File: src/rtl/pack_rq0_if.sv
// Handshake bundle for pack_rq0: coefficient-pair input, byte output and run control.
interface pack_rq0_if #(
  parameter int COEF_BITS = 13
);
  logic                 start;
  logic                 in_valid;
  logic                 in_ready;
  logic [COEF_BITS-1:0] even;
  logic [COEF_BITS-1:0] odd;
  logic                 out_valid;
  logic                 out_ready;
  logic [7:0]           out_data;
  logic                 busy;
  logic                 done;

  modport master (
    output start, in_valid, even, odd, out_ready,
    input  in_ready, out_valid, out_data, busy, done
  );

  modport slave (
    input  start, in_valid, even, odd, out_ready,
    output in_ready, out_valid, out_data, busy, done
  );
endinterface

File: src/rtl/pack_rq0.sv
// Packs N-1 coefficients of COEF_BITS bits into an LSB-first byte stream,
// one even/odd pair in, bytes out, through a small bit accumulator.
module pack_rq0 #(
  parameter int N         = 701,
  parameter int COEF_BITS = 13
) (
  input  logic       clk_i,
  input  logic       rst_ni,
  pack_rq0_if.slave  bus_if
);
  localparam int PAIRS  = (N - 1) / 2;
  localparam int BYTES  = ((N - 1) * COEF_BITS + 7) / 8;
  localparam int PAIR_W = 2 * COEF_BITS;
  localparam int ACC_W  = 40;
  localparam int FILL_W = 6;
  localparam int PCW    = $clog2(PAIRS + 1);
  localparam int BCW    = $clog2(BYTES + 1);

  typedef enum logic [1:0] {S_IDLE, S_RUN, S_FLUSH, S_DONE} state_e;

  state_e             state_q, state_d;
  logic [ACC_W-1:0]   acc_q, acc_d;
  logic [FILL_W-1:0]  fill_q, fill_d;
  logic [PCW-1:0]     pair_cnt_q, pair_cnt_d;
  logic [BCW-1:0]     byte_cnt_q, byte_cnt_d;

  logic in_ready, out_valid, busy, done;
  logic in_hs, out_hs;
  logic [ACC_W-1:0] pair_ext;

  assign pair_ext = {{(ACC_W-PAIR_W){1'b0}}, bus_if.odd, bus_if.even};
  assign in_hs    = in_ready && bus_if.in_valid;
  assign out_hs   = out_valid && bus_if.out_ready;

  always_comb begin
    state_d    = state_q;
    acc_d      = acc_q;
    fill_d     = fill_q;
    pair_cnt_d = pair_cnt_q;
    byte_cnt_d = byte_cnt_q;
    in_ready   = 1'b0;
    out_valid  = 1'b0;
    busy       = 1'b0;
    done       = 1'b0;
    case (state_q)
      S_IDLE: begin
        if (bus_if.start) begin
          state_d    = S_RUN;
          acc_d      = '0;
          fill_d     = '0;
          pair_cnt_d = '0;
          byte_cnt_d = '0;
        end
      end
      S_RUN: begin
        busy      = 1'b1;
        // Fill ranges for accepting (<8) and emitting (>=8) are disjoint.
        in_ready  = (fill_q < FILL_W'(8)) && (pair_cnt_q < PCW'(PAIRS));
        out_valid = (fill_q >= FILL_W'(8));
        if (in_hs) begin
          acc_d      = acc_q | (pair_ext << fill_q);
          fill_d     = fill_q + FILL_W'(PAIR_W);
          pair_cnt_d = pair_cnt_q + 1'b1;
        end else if (out_hs) begin
          acc_d      = acc_q >> 8;
          fill_d     = fill_q - FILL_W'(8);
          byte_cnt_d = byte_cnt_q + 1'b1;
        end else if (pair_cnt_q == PCW'(PAIRS) && fill_q < FILL_W'(8)) begin
          state_d = (fill_q != '0) ? S_FLUSH : S_DONE;
        end
      end
      S_FLUSH: begin
        busy      = 1'b1;
        out_valid = 1'b1;
        if (out_hs) begin
          acc_d      = acc_q >> 8;
          fill_d     = '0;
          byte_cnt_d = byte_cnt_q + 1'b1;
          state_d    = S_DONE;
        end
      end
      S_DONE: begin
        done    = 1'b1;
        state_d = S_IDLE;
      end
      default: state_d = S_IDLE;
    endcase
  end

  always_ff @(posedge clk_i) begin
    if (!rst_ni) begin
      state_q    <= S_IDLE;
      acc_q      <= '0;
      fill_q     <= '0;
      pair_cnt_q <= '0;
      byte_cnt_q <= '0;
    end else begin
      state_q    <= state_d;
      acc_q      <= acc_d;
      fill_q     <= fill_d;
      pair_cnt_q <= pair_cnt_d;
      byte_cnt_q <= byte_cnt_d;
    end
  end

  // A completed run must have emitted exactly BYTES bytes.
  always_ff @(posedge clk_i) begin
    if (rst_ni && state_q == S_DONE) assert (byte_cnt_q == BCW'(BYTES));
  end

  assign bus_if.in_ready  = in_ready;
  assign bus_if.out_valid = out_valid;
  assign bus_if.out_data  = acc_q[7:0];
  assign bus_if.busy      = busy;
  assign bus_if.done      = done;
endmodule

File: src/flat_wrapper.sv
// flat-port wrapper written by rule: the top's interface ports become plain ports
module pack_rq0_flat 
#(
  parameter int N         = 701,
  parameter int COEF_BITS = 13
)
  (clk_i, rst_ni, bus_if_start, bus_if_in_valid, bus_if_even, bus_if_odd, bus_if_out_ready, bus_if_in_ready, bus_if_out_valid, bus_if_out_data, bus_if_busy, bus_if_done);
  pack_rq0_if #(.COEF_BITS(COEF_BITS)) bus_if_i ();
  input  logic clk_i;
  input  logic rst_ni;
  input wire logic [$bits(bus_if_i.start)-1:0] bus_if_start;
  input wire logic [$bits(bus_if_i.in_valid)-1:0] bus_if_in_valid;
  input wire logic [$bits(bus_if_i.even)-1:0] bus_if_even;
  input wire logic [$bits(bus_if_i.odd)-1:0] bus_if_odd;
  input wire logic [$bits(bus_if_i.out_ready)-1:0] bus_if_out_ready;
  output wire logic [$bits(bus_if_i.in_ready)-1:0] bus_if_in_ready;
  output wire logic [$bits(bus_if_i.out_valid)-1:0] bus_if_out_valid;
  output wire logic [$bits(bus_if_i.out_data)-1:0] bus_if_out_data;
  output wire logic [$bits(bus_if_i.busy)-1:0] bus_if_busy;
  output wire logic [$bits(bus_if_i.done)-1:0] bus_if_done;
  assign bus_if_i.start = bus_if_start;
  assign bus_if_i.in_valid = bus_if_in_valid;
  assign bus_if_i.even = bus_if_even;
  assign bus_if_i.odd = bus_if_odd;
  assign bus_if_i.out_ready = bus_if_out_ready;
  assign bus_if_in_ready = bus_if_i.in_ready;
  assign bus_if_out_valid = bus_if_i.out_valid;
  assign bus_if_out_data = bus_if_i.out_data;
  assign bus_if_busy = bus_if_i.busy;
  assign bus_if_done = bus_if_i.done;
  pack_rq0 #(.N(N), .COEF_BITS(COEF_BITS)) u_core (.clk_i(clk_i), .rst_ni(rst_ni), .bus_if(bus_if_i));
endmodule
File: config.mk
export PLATFORM = sky130hd
export DESIGN_NAME = pack_rq0_flat
export DESIGN_NICKNAME = d
export VERILOG_FILES = /design/src/rtl/pack_rq0_if.sv /design/src/rtl/pack_rq0.sv /design/src/flat_wrapper.sv
export SDC_FILE = /design/constraint.sdc
export NUM_CORES = 1
export LEC_CHECK = 0
export BUFFER_PORTS_ARGS = -buffer_cell sky130_fd_sc_hd__buf_2
export CAP_MARGIN = 20
export CORE_ASPECT_RATIO = 0.75
export CORE_MARGIN = 5
export CORE_UTILIZATION = 55
export CTS_CLUSTER_DIAMETER = 80
export DETAILED_ROUTE_END_ITERATION = 7
export PLACE_DENSITY = 0.85
export SLEW_MARGIN = 40
export SYNTH_ARGS = -nofsm -noshare
export SYNTH_HDL_FRONTEND = slang
export SYNTH_SLANG_ARGS = --single-unit
File: constraint.sdc
create_clock -name clk_i -period 3 [get_ports clk_i]
set_clock_uncertainty 0.2 [all_clocks]
set_input_delay 0.15 -clock clk_i [delete_from_list [all_inputs] [get_ports clk_i]]
set_output_delay 0.15 -clock clk_i [all_outputs]
set_load 0.01 [all_outputs]
==> key figures, run 1 <==
Status
  • Status: complete, no violations

Setup path
  • CP bufs+invs: 2
  • Critical path arrival: 2670 ps
  • Cells on worst reg2reg path: 8
  • Most used cell, CP: inv_1
  • CP top delay family: compound AO/OA/AOI/OAI gates
  • Reg2reg start: u_core.state_q[1]$_SDFFE_PN0P_
  • Crit Path Max Fanout: 10
  • Worst endpoint required time: between 3000 and 4000 ps
  • Worst setup SP type: flip-flop
  • Cell Chain, Critical Path: inv_1 -> ha_1 -> inv_1 -> nor2_4 -> nand4_4 -> a31oi_1 -> a211oi_1 -> a31o_2
  • Worst Setup End Kind: flip-flop
  • CP Class: reg -> reg
  • Crit-path slowest cell: a31oi_1
  • Critical R2R Capture: u_core.fill_q[3]$_SDFFE_PN0P_
  • CP peak stage delay: about 550 ps
  • Reg-to-reg setup timing slack: 360 ps

GRT
  • First-pass GRT wire length: 15410 microns
  • Gr usage total: 0.2363
  • Largest net degree at the start of global routing: 39
  • GRT Residual Overflow: 0
  • Vias in the first global route: ~3200
  • Antenna violations before repair: 0

Synthesis
  • Seq/Total Area, Yosys: 0.3145
  • Top FF cell, synth: dfxtp_1
  • #FFs+latches synth: 56
  • Syn_nets: 451
  • Post-synth EDFFs: 0
  • Distinct cells, synth: 54
  • Ys Warns: 0
  • Mapped Area: 3565 sq um
  • Syn Area/Cell: 8.694 sq um
  • Mapped Cells: between 400 and 500
  • Synth async-reset ratio: 0

Worst hold path
  • Hold Path End: u_core.pair_cnt_q[8]$_SDFFE_PN0P_
  • Worst hold start: bus_if_start
  • Hold crit path type: in -> reg
  • Hold Path Cell Cnt: 4

Timing
  • Min Tclk post-route: 2640 ps
  • Endpoints failing hold: 0
  • Final setup viols: 0
  • F_max: 0.3788 GHz
  • Worst Max-Slew Pin Slew: 722.0 ps
  • RSZ-0062 raised after global routing: false
  • Final worst-path cycle share: 0.8799
  • Fin worst setup slack: approximately 360 ps
  • Relative slew slack: 0.5175
  • Final setup TNS: 0 ps
  • Slew Viols, Final: 0

Place
  • IO Port Bufs: 42
  • Gpl congestion: 0.9937
  • Place WS: 454.5 ps
  • Final HPWL DP: 7075 microns

Die
  • Starting Density: 0.5670
  • Ports: 43
  • Die area: 8208 sq um
  • Die H: 79.72 microns
  • Site Rows: 25
  • Die Width: 103.0 microns
  • Core area: 6287 sq um

CTS
  • CTS Hold Bufs: 2
  • Clk Latency, worst-skew pair: 320 ps
  • Max Buffers Root-to-Sink: 2
  • CTS Root Cell: clkbuf_8
  • Post-CTS resize count: 0
  • Reg clk slew, reported paths: 110 ps
  • TritonCTS clock tree: built
  • H-tree depth: 2
  • Clock sink total: 56
  • Setup repair bufs after CTS: 0
  • CTS Buf Count: 5

Finish
  • # diodes: 0
  • Most frequent cells in the layout: dfxtp_1, buf_2, nand2_1, nor2_1, mux2i_1
  • Filler instances: 536
  • Most common cell after layout, fill and taps aside: dfxtp_1
  • Area delta synth->final: 8.810%
  • Layout cell share with drive strength beyond 1: 0.1871
  • Final #Nets: 473

Routing
  • Post-DRT Antenna Nets: 0
  • Vias: 3256
  • Detailed Route WL: 9376 microns
  • DR WL/cell: roughly 18 microns
  • Iter 0 DRT Violations: 373
  • Via-to-Cell Ratio: 6.335
  • DRC: 0
  • DRT Pass-1 Iters: 5

Power
  • Leakage: 1.590 nW
  • Peak supply drop: 0.3135 mV
  • Pwr per Cell Area: just under 700 nW/um^2

Run
  • Max Cap Viol: 0
==> final cells by class <==
| class | instances | area [sq um] | share of cell area |
|---|---|---|---|
| flip-flops and latches | 56 | 1121 | 0.2890 |
| multi-input cells | 306 | 2205 | 0.5684 |
| clock buffers | 5 | 68.82 | 0.01774 |
| well taps | 81 | 101.3 | 0.02613 |
| repair buffers | 51 | 295.3 | 0.07613 |
| inverters | 12 | 45.04 | 0.01161 |
| clock inverters | 3 | 42.54 | 0.01097 |
==> sequential cells by signal (all words and copies together), names as in the netlist <==
signal	count
u_core.state_q	2
u_core.pair_cnt_q	9
u_core.fill_q	5
u_core.acc_q	40
==> worst reg2reg max path: stages, from the launching register on <==
cell	delay (ps)
dfxtp_1	380
inv_1	120
ha_1	350
inv_1	140
nor2_4	190
nand4_4	200
a31oi_1	550
a211oi_1	170
a31o_2	250
==> report_power, final <==
group / total [W] / switching [W] / internal (W)
Clock: 0.000512 / 0.000264 / 0.000248
Combinational: 0.00127 / 0.000795 / 0.000471
Sequential: 0.000849 / 0.0000599 / 0.000789
==> stage by stage <==
step                      instance area [sq um]  hold WS [ps]    util  power [W]  instances
after global placement                     3742         231.5  0.5952   0.002030        504
after global routing                       3879         135.8  0.6169   0.002779        514
after floorplan                            3565         95.67       -   0.001788        410
after detailed placement                   3747         228.5  0.5960   0.002086        504
after CTS                                  3879         78.88  0.6169   0.002597        514
final                                      3879         89.87  0.6169   0.002627        514
==> cell usage after synthesis (all sizes together) (4+ instances only) <==
master  count  area (sq um)
nand2b      5         31.28
mux2       12         135.1
o21bai      4         30.03
nand4       4         40.04
buf        23         156.4
ha         10         125.1
clkbuf     13         48.80
o21ai      21         105.1
a222oi      4         40.04
a221o      12         120.1
inv        11         41.29
xor2        5         43.79
and3        6         37.54
a211oi      7         52.55
a31oi       4         25.02
and2       13         81.33
nand2      39         146.4
nand3       9         45.04
dfxtp      56          1121
mux2i      31         310.3
a21oi      23         115.1
nor2b       8         50.05
nor2       35         138.9
mux4        6         135.1
a22oi       9         67.56
==> how the worst max path moves through the flow <==
stage	from	to	slack [ps]	depth (start not counted)
2_1_floorplan	u_core.state_q[1]$_SDFFE_PN0P_	u_core.fill_q[3]$_SDFFE_PN0P_	770	9
3_3_place_gp	u_core.state_q[1]$_SDFFE_PN0P_	u_core.acc_q[6]$_SDFFE_PN0P_	320	7
3_5_place_dp	u_core.fill_q[1]$_SDFFE_PN0P_	u_core.acc_q[28]$_SDFFE_PN0P_	450	6
4_1_cts	u_core.fill_q[1]$_SDFFE_PN0P_	u_core.acc_q[28]$_SDFFE_PN0P_	430	6
5_1_grt	u_core.fill_q[1]$_SDFFE_PN0P_	u_core.acc_q[28]$_SDFFE_PN0P_	190	6
6_report	u_core.state_q[1]$_SDFFE_PN0P_	u_core.fill_q[3]$_SDFFE_PN0P_	360	8
==> cell families after synthesis <==
kind of cell | synth area share
AOI/OAI and AO/OA | 0.2201
xor gates and xnor gates | 0.01720
adders and majority gates | 0.03510
buffers and inverters | 0.07020
DFF | 0.3145
muxes | 0.1629
and+or+nand+nor | 0.1801
==> metal layers <==
layer,share of wire,up-vias,global-route usage
met2,0.44,167,0.3566
met1,0.44,1527,0.3326
li1,-,1537,-
met3,0.088,25,0.04541
met5,0,-,0
met4,0.028,0,0.08797
Note: power is estimated with default switching activity, not from simulation.
==> run 2: changes to the inputs <==
CORE_UTILIZATION = 50   (was 55)
PLACE_DENSITY = 0.79   (was 0.85)
==> key figures, run 2 (synthesized netlist as in run 1, its figures left out) <==
Status
  • Status: complete, no violations

Timing
  • Min Tclk post-route: 2576 ps (-64.02 ps)
  • Fin worst setup slack: 424.4 ps (+64.02 ps)
  • Worst Max-Slew Pin Slew: 689.2 ps (-32.78 ps)
  • F_max: 0.3883 GHz (+2.5%)
  • Final worst-path cycle share: 0.8585 (-0.02134)
  • RSZ-0062 raised after global routing: false
  • Final setup TNS: 0 ps (unchanged)
  • Final hold slack: 104.3 ps (+14.45 ps)
  • Final setup viols: 0 (unchanged)
  • Endpoints failing hold: 0 (unchanged)
  • Slew Viols, Final: 0 (unchanged)
  • Relative slew slack: 0.5405 (+0.02299)

Die
  • Die H: 83.13 microns (+4.3%)
  • Die Width: 107.5 microns (+4.4%)
  • Die area: 8936 sq um (+8.9%)
  • Site Rows: 26 (+4.0%)
  • Starting Density: 0.5193 (-0.04764)
  • Ports: 43 (unchanged)
  • Core area: 6864 sq um (+9.2%)

Worst hold path
  • Hold crit path type: in -> reg
  • Hold Path Cell Cnt: 4 (unchanged)

Finish
  • Layout cell share with drive strength beyond 1: 0.1885 (+0.001439)
  • Largest registers: u_core.acc_q (40), u_core.pair_cnt_q (9), u_core.fill_q (5)
  • Most common cell after layout, fill and taps aside: dfxtp_1
  • Final #Nets: 475 (+0.42%)
  • Fin area: 3887 sq um (+0.23%)
  • Most frequent cells in the layout: dfxtp_1, buf_2, nand2_1, nor2_1, mux2i_1
  • Largest Register: u_core.acc_q
  • # diodes: 0 (unchanged)
  • Area delta synth->final: 9.056%
  • Largest register FFs: 40 (unchanged)

Routing
  • Post-DRT Antenna Nets: 0 (unchanged)
  • Via-to-Cell Ratio: 6.006 (-5.2%)
  • Vias: 3201 (-1.7%)
  • DR WL/cell: 16.85 microns (-7.6%)
  • DRC: 0 (unchanged)
  • Detailed Route WL: 8983 microns (-4.2%)
  • DRT Pass-1 Iters: 5 (unchanged)
  • Iter 0 DRT Violations: 289 (-23%)

Setup path
  • Crit path launch: u_core.state_q[1]$_SDFFE_PN0P_
  • Worst endpoint required time: 3060 ps (+30 ps)
  • Reg-to-reg setup timing slack: 420 ps (+60 ps)
  • Reg2reg start: u_core.state_q[1]$_SDFFE_PN0P_
  • CP Class: reg -> reg
  • Crit Path Max Fanout: 19 (+9)
  • Worst Setup End Kind: flip-flop
  • Worst setup SP type: flip-flop
  • Critical R2R Capture: u_core.acc_q[25]$_SDFFE_PN0P_
  • Critical path arrival: 2640 ps (-30 ps)
  • Critical Path Sink: u_core.acc_q[25]$_SDFFE_PN0P_
  • Cells on worst reg2reg path: 8 (unchanged)

Place
  • Final HPWL DP: 6856 microns (-3.1%)
  • IO Port Bufs: 42 (unchanged)
  • Gpl congestion: 0.9668 (-2.7%)
  • Placement Cell Area: 3779 sq um (+0.83%)
  • Place WS: 465.5 ps (+10.99 ps)

GRT
  • GRT Residual Overflow: 0 (unchanged)
  • First-pass GRT wire length: 14900 microns (-3.3%)
  • Largest net degree at the start of global routing: 39 (unchanged)
  • Gr usage total: 0.2037 (-0.03259)
  • Vias in the first global route: 2909 (-7.9%)
  • Antenna violations before repair: 0 (unchanged)

Power
  • Peak supply drop: 0.2235 mV (-29%)
  • Leakage: 1.588 nW (-0.13%)
  • Pwr per Cell Area: 644.4 nW/um^2 (-4.9%)
  • Total power: 0.002505 W (-4.6%)

CTS
  • Post-CTS resize count: 0 (unchanged)
  • Clk Latency, worst-skew pair: 310 ps (about the same)
  • Max Buffers Root-to-Sink: 2 (unchanged)
  • Clock sink total: 56 (unchanged)
  • CTS Root Cell: clkbuf_8
  • CTS Buf Count: 5 (unchanged)
  • Reg clk slew, reported paths: 100 ps (about the same)
  • TritonCTS clock tree: built
  • H-tree depth: 2 (unchanged)

Run
  • Max Cap Viol: 0 (unchanged)
==> run 2: routing by layer <==
metal,vias up,wire length (microns),track usage
met5,-,0,0
met2,144,3677,0.2720
met4,0,102,0.05275
met3,11,752,0.04341
li1,1543,-,-
met1,1503,4450,0.3241
==> run 2: layout make-up <==
| cell class | count | area [sq um] |
|---|---|---|
| Clock inverter | 2 | 16.27 |
| Inverter | 12 | 45.04 |
| Fill cell | 607 | 2977 |
| Multi-Input combinational cell | 306 | 2200 |
| Sequential cell | 56 | 1121 |
| Clock buffer | 6 | 72.57 |
| Timing Repair Buffer | 53 | 310.3 |
| Tap cell | 98 | 122.6 |
==> run 2: worst max-delay path: stages (launching register included) <==
cell,delay [ps]
dfxtp_1,370
inv_1,110
ha_1,380
inv_1,150
nor2_4,180
nand4_4,180
or2_1,530
a211oi_1,280
a221o_1,140
==> run 2: power by group <==
part           leakage, nW  internal, W  switching, W
Sequential           0.452     0.000789     0.0000531
Combinational         1.09     0.000473      0.000775
Clock               0.0414     0.000167      0.000249
Total                 1.59      0.00143       0.00108
==> run 2: worst min-delay path by stage <==
stage | end | from | slack (ps)
6_report | u_core.pair_cnt_q[2]$_SDFFE_PN0P_ | bus_if_start | 100
5_1_grt | u_core.pair_cnt_q[2]$_SDFFE_PN0P_ | bus_if_start | 140
4_1_cts | u_core.pair_cnt_q[2]$_SDFFE_PN0P_ | bus_if_start | 90
3_5_place_dp | u_core.acc_q[6]$_SDFFE_PN0P_ | u_core.acc_q[6]$_SDFFE_PN0P_ | 230
3_3_place_gp | u_core.acc_q[0]$_SDFFE_PN0P_ | u_core.acc_q[0]$_SDFFE_PN0P_ | 230
2_1_floorplan | u_core.acc_q[0]$_SDFFE_PN0P_ | bus_if_even[0] | 100
==> run 2: what timing repair did <==
action / in CTS / in global routing
hold endpoints to repair: 2 / 0
hold buffers: 2 / 0
setup buffers: 0 / 0
==> run 2: stage by stage <==
stage | util | instances
2_1_floorplan | - | 410
6_report | 0.5664 | 533
3_3_place_gp | 0.5505 | 523
5_1_grt | 0.5664 | 533
3_5_place_dp | 0.5505 | 523
4_1_cts | 0.5664 | 533
==> run 3: changes to the inputs <==
--- a/config.mk
+++ b/config.mk
@@ -8,5 +8,4 @@
 export BUFFER_PORTS_ARGS = -buffer_cell sky130_fd_sc_hd__buf_2
 export CAP_MARGIN = 20
-export CORE_ASPECT_RATIO = 0.75
 export CORE_MARGIN = 5
 export CORE_UTILIZATION = 50
==> constraint.sdc (replaced) <==
create_clock -name clk_i -period 3.3 [get_ports clk_i]
set_clock_uncertainty 0.2 [all_clocks]
set_input_delay 0.33 -clock clk_i [delete_from_list [all_inputs] [get_ports clk_i]]
set_output_delay 0.33 -clock clk_i [all_outputs]
set_load 0.01 [all_outputs]
==> key figures, run 3 (synthesized netlist as in run 1, its figures left out) <==
Finish
  • Final #Nets: 474 (-0.21%)
  • Largest register FFs: 40 (unchanged)
  • Largest registers: u_core.acc_q (40), u_core.pair_cnt_q (9), u_core.fill_q (5)
  • Most frequent cells in the layout: dfxtp_1, buf_2, nand2_1, nor2_1, mux2i_1
  • FF+latch area: 1121 sq um (unchanged)
  • Fin area: 3902 sq um (+0.39%)
  • # diodes: 0 (unchanged)
  • Largest Register: u_core.acc_q
  • Footprint of the multi-input gates: 2205 sq um (+0.23%)
  • Area delta synth->final: 9.477%
  • Most common cell after layout, fill and taps aside: dfxtp_1
  • Filler instances: 625 (+3.0%)
  • Layout cell share with drive strength beyond 1: 0.1935 (+0.005043)

Status
  • Status: complete, no violations

Timing
  • Relative slew slack: 0.5161 (-0.02449)
  • Endpoints failing hold: 0 (unchanged)
  • Slew Viols, Final: 0 (unchanged)
  • Final setup viols: 0 (unchanged)
  • RSZ-0062 raised after global routing: false
  • F_max: 0.3870 GHz (-0.33%)
  • Min Tclk post-route: 2584 ps (+8.598 ps)
  • Final setup TNS: 0 ps (unchanged)
  • Worst Max-Slew Pin Slew: 724.9 ps (+35.74 ps)
  • Final worst-path cycle share: 0.7831 (-0.07544)

CTS
  • CTS Root Cell: clkbuf_8
  • Reg clk slew, reported paths: 90 ps (about the same)
  • Max Buffers Root-to-Sink: 2 (unchanged)
  • Clk Latency, worst-skew pair: 310 ps (about the same)
  • Post-CTS resize count: 0 (unchanged)
  • CTS Hold Bufs: 0 (-2)
  • Clock sink total: 56 (unchanged)
  • H-tree depth: 2 (unchanged)
  • Setup repair bufs after CTS: 0 (unchanged)
  • TritonCTS clock tree: built
  • CTS Buf Count: 5 (unchanged)

Die
  • Die H: 94.44 microns (+14%)
  • Die Width: 94.44 microns (-12%)
  • Core area: 6869 sq um (about the same)
  • Site Rows: 30 (+15%)
  • Ports: 43 (unchanged)
  • Starting Density: 0.5189 (about the same)
  • Die area: 8918 sq um (-0.20%)

Routing
  • Via-to-Cell Ratio: 6.049 (+0.72%)
  • Post-DRT Antenna Nets: 0 (unchanged)
  • Vias: 3206 (+0.16%)
  • DR WL/cell: 16.59 microns (-1.6%)
  • DRT Pass-1 Iters: 5 (unchanged)
  • DRC: 0 (unchanged)
  • Detailed Route WL: 8793 microns (-2.1%)
  • Iter 0 DRT Violations: 234 (-19%)

Run
  • Max Cap Viol: 0 (unchanged)

GRT
  • Largest net degree at the start of global routing: 33 (-15%)
  • Gr usage total: 0.2038 (about the same)
  • Antenna violations before repair: 0 (unchanged)
  • GRT Residual Overflow: 0 (unchanged)
  • Vias in the first global route: 3084 (+6.0%)
  • First-pass GRT wire length: 14660 microns (-1.6%)

Power
  • Peak supply drop: 0.2951 mV (+32%)
  • Clk pwr share: 0.204 (+0.038)
  • Gate power share: 0.475 (-0.023)
  • Pwr per Cell Area: 606.7 nW/um^2 (-5.9%)
  • Power Internal: 0.001409 W (-1.4%)
  • Reg power frac: 0.321 (-0.015)
  • Leakage: 1.606 nW (+1.1%)
  • Sw frac: 0.4050 (-0.02476)
  • NetSw: 0.0009589 W (-11%)

Worst hold path
  • Hold Path Cell Cnt: 3 (-1)
  • Hold crit path type: in -> reg

Setup path
  • Worst Setup End Kind: flip-flop
  • Cells on worst reg2reg path: 9 (+1)
  • Crit Path Max Fanout: 32 (+13)
  • Cell Chain, Critical Path: inv_1 -> ha_1 -> nor4_1 -> nand3b_1 -> nor2_1 -> a21oi_2 -> buf_4 -> a22oi_1 -> o21ai_0
  • CP peak stage delay: 450 ps (-80 ps)
  • Worst setup SP type: flip-flop
  • Crit-path slowest cell: nor4_1
  • Critical path arrival: 2610 ps (-30 ps)
  • Worst endpoint required time: 3330 ps (+270 ps)
  • CP Class: reg -> reg

Place
  • IO Port Bufs: 42 (unchanged)
  • Gpl congestion: 0.9673 (about the same)
  • Final HPWL DP: 6666 microns (-2.8%)
  • Placement Cell Area: 3776 sq um (about the same)
run 3: path summary, 6_finish.rpt:
check / startpoint / endpoint / slack (ps)
hold reg to reg: u_core.acc_q[0]$_SDFFE_PN0P_ / u_core.acc_q[0]$_SDFFE_PN0P_ / 250
hold / removal: bus_if_even[0] / u_core.acc_q[0]$_SDFFE_PN0P_ / 160
setup reg to reg: u_core.state_q[0]$_SDFFE_PN0P_ / u_core.acc_q[26]$_SDFFE_PN0P_ / 720
setup / recovery: u_core.state_q[0]$_SDFFE_PN0P_ / u_core.acc_q[26]$_SDFFE_PN0P_ / 720
run 3: final cells by class:
type                            instances  area share
Multi-Input combinational cell        306      0.5649
Sequential cell                        56      0.2873
Timing Repair Buffer                   52     0.07310
Tap cell                               96     0.03078
Clock buffer                            7     0.02469
Inverter                               12     0.01154
Clock inverter                          1    0.007695
run 3: worst max-delay path, delay by kind of cell, from the launching register on:
family | cells | cell delay, ps
simple gates | 3 | 870
buf+inv | 2 | 410
flops | 1 | 370
fa+ha+maj | 1 | 270
compound gates | 3 | 380
run 3: metal layers:
layer	part of all wire	up-vias	track usage	wire length, microns
met3	0.072	23	0.04143	634
li1	-	1539	-	-
met5	0	-	0	0
met1	0.43	1508	0.2631	3788
met2	0.46	136	0.3310	4065
met4	0.035	0	0.08544	304
run 3: power by group through the flow:
stage | registers [W] | clock network [W] | logic (W)
3_3_place_gp | 0.000773 | 0 | 0.00108
6_report | 0.000760 | 0.000482 | 0.00113
3_5_place_dp | 0.000775 | 0 | 0.00110
4_1_cts | 0.000760 | 0.000492 | 0.00111
2_1_floorplan | 0.000762 | 0 | 0.000863
5_1_grt | 0.000767 | 0.000518 | 0.00124
run 3: metrics by stage:
stage	instances	total power (W)	util	hold WS [ps]	setup slack [ps]
3_3_place_gp	522	0.001854	0.5490	234.0	619.7
5_1_grt	530	0.002525	0.5681	192.9	459.3
6_report	530	0.002368	0.5681	159.9	715.8
3_5_place_dp	522	0.001880	0.5497	238.6	715.0
4_1_cts	530	0.002362	0.5681	157.4	705.5
2_1_floorplan	410	0.001626	-	216.7	1073
